--- config.mk ---
export PLATFORM = sky130hd
export DESIGN_NAME = if_stage_flat
export DESIGN_NICKNAME = d
export VERILOG_FILES = /design/src/rtl/mips_pkg.sv /design/src/rtl/if_stage_if.sv /design/src/rtl/if_stage_if_id_reg.sv /design/src/rtl/if_stage.sv /design/src/flat_wrapper.sv
export SDC_FILE = /design/constraint.sdc
export NUM_CORES = 1
export LEC_CHECK = 0
export ABC_AREA = 0
export CAP_MARGIN = 20
export CELL_PAD_IN_SITES_DETAIL_PLACEMENT = 1
export CELL_PAD_IN_SITES_GLOBAL_PLACEMENT = 2
export CORE_MARGIN = 3
export CORE_UTILIZATION = 35
export CTS_BUF_LIST = sky130_fd_sc_hd__clkbuf_4 sky130_fd_sc_hd__clkbuf_8
export DETAILED_ROUTE_END_ITERATION = 10
export GPL_ROUTABILITY_DRIVEN = 0
export PLACE_DENSITY = 0.93
export SLEW_MARGIN = 30
export SYNTH_ARGS = -nofsm -noshare
export SYNTH_HDL_FRONTEND = slang
export SYNTH_SLANG_ARGS = --single-unit
export TNS_END_PERCENT = 10
--- constraint.sdc ---
create_clock -name clk -period 6 [get_ports clk]
set_input_delay 1.5 -clock clk [delete_from_list [all_inputs] [get_ports clk]]
set_output_delay 1.5 -clock clk [all_outputs]
set_load 0.02 [all_outputs]
--- src/rtl/mips_pkg.sv ---
// Shared MIPS pipeline definitions: PC-source encoding, bubble word and fetch FSM states.
// Used by the fetch stage and by any later stage that needs to recognise a bubble.
package mips_pkg;

  localparam int XLEN = 32;

  localparam logic [1:0] PC_SRC_NEXT   = 2'b00;
  localparam logic [1:0] PC_SRC_BRANCH = 2'b01;
  localparam logic [1:0] PC_SRC_JUMP   = 2'b10;

  // sll $0,$0,0
  localparam logic [XLEN-1:0] NOP_INSTR = 32'h0000_0000;

  typedef enum logic [1:0] {
    FETCH      = 2'b00,
    WAIT_REDIR = 2'b01,
    HOLD       = 2'b10
  } fetch_state_e;

  function automatic logic is_redirect(input logic [1:0] src);
    return (src == PC_SRC_BRANCH) || (src == PC_SRC_JUMP);
  endfunction

  // Targets are word addresses; the low two bits are dropped.
  function automatic logic [XLEN-1:0] redirect_target(input logic [1:0]      src,
                                                      input logic [XLEN-1:0] br,
                                                      input logic [XLEN-1:0] jmp);
    logic [XLEN-1:0] t;
    t = (src == PC_SRC_JUMP) ? jmp : br;
    return t & 32'hFFFF_FFFC;
  endfunction

endpackage

--- src/rtl/if_stage_if.sv ---
// Instruction-memory request/ready bus between the fetch stage (master) and memory (slave).
interface if_stage_if;
  import mips_pkg::*;

  logic            imem_req;
  logic [XLEN-1:0] imem_addr;
  logic            imem_ready;
  logic [XLEN-1:0] imem_rdata;

  modport master (
    output imem_req,
    output imem_addr,
    input  imem_ready,
    input  imem_rdata
  );

  modport slave (
    input  imem_req,
    input  imem_addr,
    output imem_ready,
    output imem_rdata
  );

endinterface

--- src/rtl/if_stage_if_id_reg.sv ---
// IF/ID pipeline register with bubble (highest priority), load and hold controls.
// A bubble also clears pc_plus4 so a flushed slot looks exactly like the reset slot.
module if_id_reg #(
  parameter logic [31:0] NOP_INSTR = 32'h0000_0000
) (
  input  logic        clk,
  input  logic        rst_n,
  input  logic        load_i,
  input  logic        bubble_i,
  input  logic [31:0] instr_i,
  input  logic [31:0] pc_plus4_i,
  output logic [31:0] instr_o,
  output logic [31:0] pc_plus4_o,
  output logic        valid_o
);

  logic [31:0] instr_q, instr_d;
  logic [31:0] pc4_q, pc4_d;
  logic        valid_q, valid_d;

  always_comb begin
    instr_d = instr_q;
    pc4_d   = pc4_q;
    valid_d = valid_q;
    if (bubble_i) begin
      instr_d = NOP_INSTR;
      pc4_d   = 32'h0;
      valid_d = 1'b0;
    end else if (load_i) begin
      instr_d = instr_i;
      pc4_d   = pc_plus4_i;
      valid_d = 1'b1;
    end
  end

  always_ff @(posedge clk or negedge rst_n) begin
    if (!rst_n) begin
      instr_q <= NOP_INSTR;
      pc4_q   <= 32'h0;
      valid_q <= 1'b0;
    end else begin
      instr_q <= instr_d;
      pc4_q   <= pc4_d;
      valid_q <= valid_d;
    end
  end

  assign instr_o    = instr_q;
  assign pc_plus4_o = pc4_q;
  assign valid_o    = valid_q;

endmodule

--- src/rtl/if_stage.sv ---
// MIPS instruction-fetch stage: owns the PC, drives the imem req/ready bus and loads IF/ID.
// A one-entry skid holds a word that completed while the hazard unit stalled.
module if_stage #(
  parameter logic [31:0] RESET_PC  = 32'h0000_0000,
  parameter logic [31:0] NOP_INSTR = 32'h0000_0000
) (
  input  logic              clk,
  input  logic              rst_n,
  input  logic [1:0]        if_pc_source,
  input  logic [31:0]       branch_addr,
  input  logic [31:0]       jump_addr,
  input  logic              stall,
  if_stage_if.master        imem,
  output logic [31:0]       if_id_instr,
  output logic [31:0]       if_id_pc_plus4,
  output logic              if_id_valid
);
  import mips_pkg::*;

  fetch_state_e state_q, state_d;
  logic [31:0]  pc_q, pc_d;
  logic [31:0]  pend_q, pend_d;
  logic [31:0]  skid_instr_q, skid_instr_d;
  logic [31:0]  skid_pc4_q, skid_pc4_d;

  logic         redirect, complete;
  logic [31:0]  target, pc_plus4;
  logic         ld, bub;
  logic [31:0]  reg_instr, reg_pc4;

  assign redirect = is_redirect(if_pc_source);
  assign target   = redirect_target(if_pc_source, branch_addr, jump_addr);
  assign pc_plus4 = pc_q + 32'd4;

  assign imem.imem_addr = pc_q;
  assign imem.imem_req  = (state_q != HOLD);
  assign complete       = imem.imem_req && imem.imem_ready;

  always_comb begin
    state_d      = state_q;
    pc_d         = pc_q;
    pend_d       = pend_q;
    skid_instr_d = skid_instr_q;
    skid_pc4_d   = skid_pc4_q;
    ld           = 1'b0;
    bub          = 1'b0;
    reg_instr    = imem.imem_rdata;
    reg_pc4      = pc_plus4;

    case (state_q)
      FETCH: begin
        if (complete) begin
          if (redirect) begin
            pc_d = target;
            bub  = 1'b1;
          end else if (!stall) begin
            ld   = 1'b1;
            pc_d = pc_plus4;
          end else begin
            skid_instr_d = imem.imem_rdata;
            skid_pc4_d   = pc_plus4;
            pc_d         = pc_plus4;
            state_d      = HOLD;
          end
        end else if (redirect) begin
          // pc must stay put until the outstanding request completes
          pend_d  = target;
          bub     = 1'b1;
          state_d = WAIT_REDIR;
        end else if (!stall) begin
          bub = 1'b1;
        end
      end

      WAIT_REDIR: begin
        bub = 1'b1;
        if (redirect) pend_d = target;
        if (complete) begin
          pc_d    = redirect ? target : pend_q;
          state_d = FETCH;
        end
      end

      HOLD: begin
        if (redirect) begin
          pc_d    = target;
          bub     = 1'b1;
          state_d = FETCH;
        end else if (!stall) begin
          ld        = 1'b1;
          reg_instr = skid_instr_q;
          reg_pc4   = skid_pc4_q;
          state_d   = FETCH;
        end
      end

      default: begin
        bub     = 1'b1;
        state_d = FETCH;
      end
    endcase
  end

  always_ff @(posedge clk or negedge rst_n) begin
    if (!rst_n) begin
      state_q      <= FETCH;
      pc_q         <= RESET_PC;
      pend_q       <= RESET_PC;
      skid_instr_q <= NOP_INSTR;
      skid_pc4_q   <= 32'h0;
    end else begin
      state_q      <= state_d;
      pc_q         <= pc_d;
      pend_q       <= pend_d;
      skid_instr_q <= skid_instr_d;
      skid_pc4_q   <= skid_pc4_d;
    end
  end

  if_id_reg #(
    .NOP_INSTR (NOP_INSTR)
  ) u_if_id (
    .clk        (clk),
    .rst_n      (rst_n),
    .load_i     (ld),
    .bubble_i   (bub),
    .instr_i    (reg_instr),
    .pc_plus4_i (reg_pc4),
    .instr_o    (if_id_instr),
    .pc_plus4_o (if_id_pc_plus4),
    .valid_o    (if_id_valid)
  );

endmodule

--- src/flat_wrapper.sv ---
// flat-port wrapper written by rule: the top's interface ports become plain ports
module if_stage_flat import mips_pkg::*;
#(
  parameter logic [31:0] RESET_PC  = 32'h0000_0000,
  parameter logic [31:0] NOP_INSTR = 32'h0000_0000
)
  (clk, rst_n, if_pc_source, branch_addr, jump_addr, stall, if_id_instr, if_id_pc_plus4, if_id_valid, imem_imem_req, imem_imem_addr, imem_imem_ready, imem_imem_rdata);
  if_stage_if imem_i ();
  input  logic clk;
  input  logic rst_n;
  input  logic [1:0] if_pc_source;
  input  logic [31:0] branch_addr;
  input  logic [31:0] jump_addr;
  input  logic stall;
  output logic [31:0] if_id_instr;
  output logic [31:0] if_id_pc_plus4;
  output logic if_id_valid;
  output wire logic [$bits(imem_i.imem_req)-1:0] imem_imem_req;
  output wire logic [$bits(imem_i.imem_addr)-1:0] imem_imem_addr;
  input wire logic [$bits(imem_i.imem_ready)-1:0] imem_imem_ready;
  input wire logic [$bits(imem_i.imem_rdata)-1:0] imem_imem_rdata;
  assign imem_imem_req = imem_i.imem_req;
  assign imem_imem_addr = imem_i.imem_addr;
  assign imem_i.imem_ready = imem_imem_ready;
  assign imem_i.imem_rdata = imem_imem_rdata;
  if_stage #(.RESET_PC(RESET_PC), .NOP_INSTR(NOP_INSTR)) u_core (.clk(clk), .rst_n(rst_n), .if_pc_source(if_pc_source), .branch_addr(branch_addr), .jump_addr(jump_addr), .stall(stall), .imem(imem_i), .if_id_instr(if_id_instr), .if_id_pc_plus4(if_id_pc_plus4), .if_id_valid(if_id_valid));
endmodule
==> results_dict.tcl <==
set metrics [dict create \
    final_period_minus_worst_setup_slack_ns 3.93 \
    first_iter_violations 517 \
    summed_negative_setup_slack_over_all_endpoints_ns 0 \
    finalPower_mw 5.08 \
    total_congestion_overflow 0 \
    critical_path_required_ns 6.35 \
    grt_antenna_before_repair 0 \
    outcome "finished clean" \
    crit_arrival_ns 4.28 \
    edff_count_synth 0 \
    grtUsageTotal_pct 19.3 \
    final_cell_mix "221 x sky130_fd_sc_hd__nand2_1, 195 x sky130_fd_sc_hd__dfrtp_1, 194 x sky130_fd_sc_hd__clkdlybuf4s50_1" \
    die_area_mm2 0.0293 \
    synth_top_flop_cell "sky130_fd_sc_hd__dfrtp_1" \
    pwr_density_cell_mw_per_mm2 417 \
    placement_rows 59 \
    die_h_um 171 \
    final.period_utilization_pct 65.5 \
    cts.repair_timing.setup_buffer_count 0 \
    drt-met1-wl_um 13600 \
    cts_tree "done" \
    top_level_ports 200 \
    half_perimeter_wire_length_after_placement_um 19900 \
    vias_per_cell 5.27 \
    worst_slew_margin_rel_pct 39.6 \
    max-vdd-ir-drop_uv 212 \
    wire_per_inst_um 18.5 \
    grt_pass1_vias 8131 \
    maxCapViolCount 0 \
    timing_worst_setup_path_type "primary input to register" \
    worst_pin_slew_ns 0.905 \
    buffer_ports.inserted 195 \
    cts_sinks 195 \
    clk_transition_reported_paths_ns 0.11 \
    detail_route.first_pass.iterations 5 \
    synth_largest_type_area_fraction_pct 51.1 \
    cp_max_fo 22 \
    drt-total-wl_um 28200 \
    unrepaired_setup_endpoints_after_global_routing "false" \
    timing_max_transition_violations_final 0 \
    clock-root-buffer "sky130_fd_sc_hd__clkbuf_8" \
    ys_top_cells_by_area "sky130_fd_sc_hd__dfrtp_1 51%, sky130_fd_sc_hd__nand2_1 8.7%, sky130_fd_sc_hd__o21ai_0 7.1%" \
    cts_hold_buffers 0 \
    worst_skew_pair.late_latency_ns 0.49 \
    post_synth_num_cell_types 63 \
    highest-signal-layer "met4" \
    h_tree_lvls 4 \
    worst_hold_path_type "register to register" \
    floorplan.core_area_mm2 0.0264 \
    layout_commonest_cell "sky130_fd_sc_hd__nand2_1" \
    mapped_avg_cell_area_um2 9.39 \
    pin_count_of_the_biggest_net_entering_global_routing 114 \
    wl_met2_um 12700 \
    grt_pass1_wl_um 44900 \
    finalCoreUtilization_pct 46.1 \
    syn_nets 1125 \
    yosys_warnings 0 \
    p_leak_nw 5.37 \
    startpoint_type "primary input" \
    finish.net_count 1285 \
    synth_area_mm2 0.00955 \
    dr_total_vias 8042 \
    cts_inserted_buffers 17 \
    reg2reg_slack_ns 2.94 \
    antenna_cells_inserted 0 \
    ctsResizeCount 0 \
    detail_route.drc_violations 0 \
    setup.worst_path.end_class "register" \
    postSynthCellCount 1017 \
    synth_top_area_cell "sky130_fd_sc_hd__dfrtp_1" \
    timing.final.setup_violations 0 \
    synth_async_sr_flop_share_pct 100 \
    final_layout_size_suffix_gt1_share_pct 6.47 \
    yosysSeqAreaShare_pct 51.1 \
    area_delta_synth_final_pct 27.7 \
    clock.fmax_ghz 0.254 \
    synth.ff_latch_count 195 \
    drt.antenna.violating_nets 0 \
    die_width_um 171 \
    cts_buffer_depth 2 \
    hold_violations 0 \
    clock_skew_ns 0.0267 \
    dr_wl_met3_um 1610 \
    initial_core_util_pct 36.1 \
]
-- worst max-delay path, stage by stage --
cell and delay [ns]:
sky130_fd_sc_hd__clkdlybuf4s50_1 0.45, sky130_fd_sc_hd__inv_1 0.04, sky130_fd_sc_hd__ha_2 0.61, sky130_fd_sc_hd__nor2b_1 0.40, sky130_fd_sc_hd__nand2_2 0.49, sky130_fd_sc_hd__buf_4 0.44
sky130_fd_sc_hd__mux2i_1 0.23, sky130_fd_sc_hd__o21ai_0 0.10
-- through the flow --
step / cells / setup WS (ns) / instance area [µm²] / hold slack, ns
after floorplan: 1017 / 2.93 / 9550 / 0.445
after detailed placement: 1492 / 1.49 / 11700 / 0.464
after global placement: 1492 / 1.71 / 11700 / 0.457
after global routing: 1525 / 1.86 / 12200 / 0.513
final: 1525 / 2.07 / 12200 / 0.485
after CTS: 1524 / 2.01 / 12200 / 0.489
-- per-layer routing --
metal / track usage [%] / vias up
li1: - / 3852
met2: 30.4 / 196
met1: 27.6 / 3981
met4: 3.60 / 0
met3: 4.55 / 13
met5: 0 / -
-- area by class of cell --
class	count	area, µm²
Fill cell	3024	14200
Timing Repair Buffer	210	2080
Clock inverter	14	188
Inverter	17	63.8
Sequential cell	195	4880
Multi-Input combinational cell	736	4320
Tap cell	335	419
Clock buffer	18	241
-- report_power, final --
part           internal (mW)  switching, mW  total, mW
Combinational          0.818           1.21       2.03
Sequential              1.75          0.375       2.12
Clock                  0.399          0.536      0.935
-- final timing paths --
kind | start | endpoint | cells after the start
worst max-delay path | if_pc_source[0] | u_core.u_if_id.instr_o[18]$_DFFE_PN0P_ | 8
worst min-delay path | u_core.skid_instr_q[29]$_DFFE_PN0P_ | u_core.skid_instr_q[29]$_DFFE_PN0P_ | 2
worst max register to register | u_core.state_q[0]$_DFFE_PN0P_ | u_core.skid_pc4_q[23]$_DFFE_PN0P_ | 7
worst min register to register | u_core.skid_instr_q[29]$_DFFE_PN0P_ | u_core.skid_instr_q[29]$_DFFE_PN0P_ | 2
max in group asynchronous | rst_n | u_core.skid_pc4_q[14]$_DFFE_PN0P_ | 2
min in group asynchronous | rst_n | u_core.u_if_id.instr_o[7]$_DFFE_PN0P_ | 1
-- state kept, by name (all words and copies together) (netlist names) --
signal,cells
u_core.imem.imem_addr,32
u_core.skid_pc4_q,32
u_core.pend_q,32
u_core.u_if_id.pc_plus4_o,32
u_core.skid_instr_q,32
u_core.u_if_id.valid_o,1
u_core.u_if_id.instr_o,32
u_core.state_q,2
-- cells by family after synthesis --
| group | after synthesis | synth area share [%] |
|---|---|---|
| AND/OR/NAND/NOR | 362 | 17.3 |
| AO/OA/AOI/OAI | 270 | 16.8 |
| flip-flops | 195 | 51.1 |
| buffers and inverters | 86 | 4.10 |
| multiplexers | 70 | 7.42 |
| XOR/XNOR | 28 | 2.57 |
| adder cells (fa/ha/maj) | 6 | 0.786 |
-- cell usage after synthesis (all sizes together) (7+ instances only) --
library cell / count
nor4: 7
a22oi: 19
nand4: 13
nor3: 10
nand2: 222
nand3: 13
clkbuf: 43
o21ai: 137
buf: 25
xor2: 8
mux2i: 64
and3: 8
nor2: 67
dfrtp: 195
a22o: 10
xnor2: 20
inv: 17
a21oi: 51
(Power assumes the default switching activity.)
